### src/rtl/mux2_share_arbiter_4bit.sv
// Two-requester round-robin arbiter sharing one 4-bit mux2 datapath.
// Captures the selected word into a register and presents it with valid/ready.

module mux2_1_4bit (
    input  logic [3:0] in1,
    input  logic [3:0] in2,
    input  logic       s,
    output logic [3:0] y
);

    assign y = s ? in1 : in2;

endmodule

module mux2_share_arbiter_4bit #(
    parameter logic FIRST_PRI = 1'b0
) (
    input  logic       clk,
    input  logic       rst_n,
    input  logic       req0,
    input  logic [3:0] data0,
    output logic       gnt0,
    input  logic       req1,
    input  logic [3:0] data1,
    output logic       gnt1,
    output logic       sel,
    output logic [3:0] out_data,
    output logic       out_valid,
    input  logic       out_ready
);

    typedef enum logic [1:0] {
        IDLE   = 2'd0,
        SERVE0 = 2'd1,
        SERVE1 = 2'd2
    } state_t;

    state_t     state;
    logic       last_win;
    logic       eff_req0;
    logic       eff_req1;
    logic       win;
    logic       load;
    logic [3:0] mux_y;

    // A requester granted last cycle still shows req; hide it for one cycle
    assign eff_req0 = req0 & ~gnt0;
    assign eff_req1 = req1 & ~gnt1;

    assign out_valid = (state != IDLE);
    assign load      = (~out_valid | out_ready) & (eff_req0 | eff_req1);
    assign sel       = win;

    // Next-winner pick: sole requester wins, otherwise the one not served last
    always_comb begin
        win = 1'b0;
        if (eff_req0 && eff_req1) begin
            win = ~last_win;
        end else if (eff_req1) begin
            win = 1'b1;
        end
    end

    mux2_1_4bit u_mux (
        .in1 (data1),
        .in2 (data0),
        .s   (sel),
        .y   (mux_y)
    );

    // Capture, grant pulse and serve-state tracking
    always_ff @(posedge clk or negedge rst_n) begin
        if (!rst_n) begin
            state    <= IDLE;
            out_data <= 4'd0;
            gnt0     <= 1'b0;
            gnt1     <= 1'b0;
            last_win <= ~FIRST_PRI;
        end else begin
            gnt0 <= 1'b0;
            gnt1 <= 1'b0;
            if (load) begin
                out_data <= mux_y;
                gnt0     <= ~win;
                gnt1     <= win;
                last_win <= win;
                state    <= win ? SERVE1 : SERVE0;
            end else if (out_valid && out_ready) begin
                state <= IDLE;
            end
        end
    end

endmodule

### config.mk
export PLATFORM = sky130hd
export DESIGN_NAME = mux2_share_arbiter_4bit
export DESIGN_NICKNAME = d
export VERILOG_FILES = /design/src/rtl/mux2_share_arbiter_4bit.sv
export SDC_FILE = /design/constraint.sdc
export NUM_CORES = 1
export LEC_CHECK = 0
export CAP_MARGIN = 40
export CELL_PAD_IN_SITES_DETAIL_PLACEMENT = 1
export CELL_PAD_IN_SITES_GLOBAL_PLACEMENT = 2
export CORE_MARGIN = 2
export CORE_UTILIZATION = 19
export CTS_CLUSTER_DIAMETER = 150
export DETAILED_ROUTE_END_ITERATION = 7
export GPL_ROUTABILITY_DRIVEN = 0
export PLACE_DENSITY_LB_ADDON = 0.3
export SYNTH_ARGS = -nofsm -noshare
export SYNTH_HDL_FRONTEND = slang
export SYNTH_SLANG_ARGS = --single-unit
### constraint.sdc
create_clock -name clk -period 1.1 [get_ports clk]
set_input_delay 0.165 -clock clk [delete_from_list [all_inputs] [get_ports clk]]
set_output_delay 0.165 -clock clk [all_outputs]
set_load 0.005 [all_outputs]
==> run summary <==
======================================================================================
Run status                                                                finished, violations left
Failing checks                                                            setup timing
Fraction of final layout cells sized beyond drive strength 1                     45.7%
Maximum single-stage delay on the critical path                                0.53 ns
Accumulated negative setup slack                                              -1.20 ns
Pleak                                                                         0.412 nW
Share of synthesized area occupied by flip-flops and latches                     51.3%
Crit-path cells                                                           nand3b_1 > and2_4 > buf_6
TritonCTS clock tree                                                               yes
Post-route setup slack                                                       -0.230 ns
Crit Path Class                                                           flip-flop to primary output
Layout Utilization                                                               39.4%
Cell count after synthesis                                                          44
Number of maximum-capacitance violations                                             0
# DRC                                                                                0
Number of hold violations in the final report                                        0
Global-route wire length before repair                                         2.20 mm
Warnings, synthesis                                                                  0
Initial antenna violation count                                                      0
Critical path startpoint category                                            flip-flop
Combinational family with the most area after synthesis                   simple AND/OR/NAND/NOR gates
Crit path max-delay family                                                  flip-flops
Synthesized-area fraction occupied by xor and xnor cells                            0%
Buf/Inv on CP                                                                        1
Placed wire-length estimate after detailed placement                            949 um
Max H-tree Level                                                                     1
Average wire length per cell after detail routing                              12.0 um
Count of input and output buffers                                                   20
Max-slew violation count                                                             0
Register clock-pin slew on the reported worst setup and hold paths             0.06 ns
Count of fill cells added during filler insertion                                  266
Critical register-to-register path endpoint                                out_data[3]
Post-synth net total                                                                57
Vias per cell                                                                     4.34
First-iteration detailed-routing DRC count                                           4
Num CTS Buffers                                                                      3
Worst min-delay path category                                             input port to asynchronous set/reset pin
Overall routing resource usage                                                   11.7%
Max Clock Freq                                                                 752 MHz
Startpoint of the worst register-to-register path                             last_win
Setup clock skew after layout                                              0.000382 ns
Total power                                                                    1.60 mW
Crit path max fanout                                                                 2
Relative max-transition margin                                                   86.0%
Min cycle time layout                                                          1.33 ns
Length in cells of the worst reg-to-reg path                                         4
Critical Path RT                                                               0.94 ns
Die extent in y                                                                52.2 um
Number of buffers on the longest clock path                                          2
Clock Sink Count                                                                     9
Final count of negative-setup-slack endpoints                                       12
Simple-gate area share of the yosys netlist                                      21.2%
Global route total overflow                                                          0
Die extent in x                                                                52.2 um
Transition time at the pin with the least slew margin                         0.209 ns
Library cell contributing the largest single delay on the critical path   sky130_fd_sc_hd__dfstp_2
Worst vdd ir                                                                  0.873 mV
Multiplexer area fraction after synthesis                                           0%
Final Net Count                                                                     95
Cell count along the critical path                                                   3
Cell variety after synth                                                            19
Die area                                                                     2730 um^2
Root buffer cell                                                          sky130_fd_sc_hd__clkbuf_4
Core Box Area                                                                2210 um^2
Mean cell area of the mapped netlist                                         10.0 um^2
Area delta synth->final                                                          97.5%
RSZ-0062 raised after global routing                                               yes
Vias in the first global route                                                     456
Mapped Area                                                                   442 um^2
Crit. End Element                                                         primary output
Register-to-register setup slack                                              -0.13 ns
Arrival time of the worst setup path                                           1.17 ns
Io pins                                                                             21
Cell row count                                                                      17
Residual antenna-violating net count after detailed routing                          0
Adder and majority gate portion of the synthesized area                             0%
Synthesis-stage register bit count                                                   9
Post-synthesis compound-gate area fraction                                       17.8%
Final worst path period share                                                     121%
WL final                                                                       1.31 mm
Initial cell density of the core                                                 20.0%
Largest net degree at the start of global routing                                    7
Clock network latency to the later pin of the worst-skew pair                  0.26 ns
Detailed-route via count                                                           473
Power density over cell area                                              1830 nW/um^2
Detailed-routing iteration count for the pre-antenna-repair pass                     3
Antenna fix cells                                                                    0
======================================================================================
## power by group
part,total (mW),switching (mW),internal (mW)
combinational,0.812,0.319,0.493
sequential,0.519,0.0614,0.458
clock,0.269,0.129,0.140
## logic make-up after synthesis
kind of cell | count (synthesis)
compound gates | 9
buf+inv | 11
flops | 9
simple gates | 15
## cell type report
type,instances,area [um^2],share of cell area [%]
Timing Repair Buffer,34,307,35.2
Inverter,10,37.5,4.30
Multi-Input combinational cell,24,240,27.5
Clock buffer,4,26.3,3.01
Sequential cell,9,226,26.0
Tap cell,28,35.0,4.02
## timing repair
action / 4_1_cts / 5_1_grt
endpoints found under the hold margin: 0 / 0
pin swaps: 13 / 2
hold buffers: 0 / 0
resized for setup: 35 / 10
gates cloned: 0 / 0
setup buffers: 1 / 3
endpoints found under the setup margin: 16 / 14
## how the worst max path moves through the flow
| stage | start | endpoint | slack (ns) |
|---|---|---|---|
| 2_1_floorplan | gnt1 | out_data[0] | -0.07 |
| 3_3_place_gp | req1 | sel | -0.52 |
| 3_5_place_dp | req1 | sel | -0.54 |
| 4_1_cts | last_win | sel | -0.24 |
| 5_1_grt | last_win | sel | -0.29 |
| 6_report | last_win | sel | -0.23 |
## stage by stage
| step | hold slack, ns | cells | setup slack (ns) | area [um^2] |
|---|---|---|---|---|
| after floorplan | -0.131 | 44 | -0.0668 | 442 |
| after global placement | 0.399 | 102 | -0.516 | 754 |
| after detailed placement | 0.399 | 102 | -0.541 | 754 |
| after CTS | 0.100 | 106 | -0.236 | 823 |
| after global routing | 0.124 | 109 | -0.288 | 872 |
| final | 0.106 | 109 | -0.230 | 872 |
## Yosys cell counts
library cell	count	area, um^2
sky130_fd_sc_hd__nand3_1	1	5.00
sky130_fd_sc_hd__nand2_1	1	3.75
sky130_fd_sc_hd__buf_2	1	5.00
sky130_fd_sc_hd__inv_1	10	37.5
sky130_fd_sc_hd__o21bai_4	1	18.8
sky130_fd_sc_hd__nand3b_1	1	7.51
sky130_fd_sc_hd__o21ai_0	2	10.0
sky130_fd_sc_hd__and3_1	1	6.26
sky130_fd_sc_hd__dfrtp_1	8	200
sky130_fd_sc_hd__nand2b_1	1	6.26
sky130_fd_sc_hd__o21a_1	1	7.51
sky130_fd_sc_hd__dfstp_2	1	26.3
sky130_fd_sc_hd__nor2b_1	3	18.8
sky130_fd_sc_hd__or3b_1	1	8.76
sky130_fd_sc_hd__o221ai_1	4	35.0
sky130_fd_sc_hd__or2_2	1	6.26
sky130_fd_sc_hd__and2_1	1	6.26
sky130_fd_sc_hd__a21o_1	1	7.51
sky130_fd_sc_hd__nand4_1	4	25.0
## layout by cell type (no fill, tap or decap), types with 2 or more instances in the layout
cell                              count
sky130_fd_sc_hd__buf_4               11
sky130_fd_sc_hd__buf_2                2
sky130_fd_sc_hd__clkbuf_4             3
sky130_fd_sc_hd__o221ai_2             3
sky130_fd_sc_hd__dfrtp_1              8
sky130_fd_sc_hd__inv_1                9
sky130_fd_sc_hd__buf_6                5
sky130_fd_sc_hd__nand4_1              4
sky130_fd_sc_hd__clkdlybuf4s50_1     12
sky130_fd_sc_hd__dlygate4sd2_1        2
sky130_fd_sc_hd__clkdlybuf4s15_1      2
## state kept, by name, summed over array words and instances (netlist names)
name,flops
state,2
gnt0,1
gnt1,1
out_data,4
last_win,1
## routing by layer
layer,track usage [%],vias to the layer above,part of all wire [%],wire length [um]
li1,-,229,-,-
met1,14.5,231,42,546
met2,17.1,11,53,702
met3,2.86,2,3.7,48
met4,8.97,0,1.2,16
met5,0,-,0,0
(Power assumes the default switching activity.)
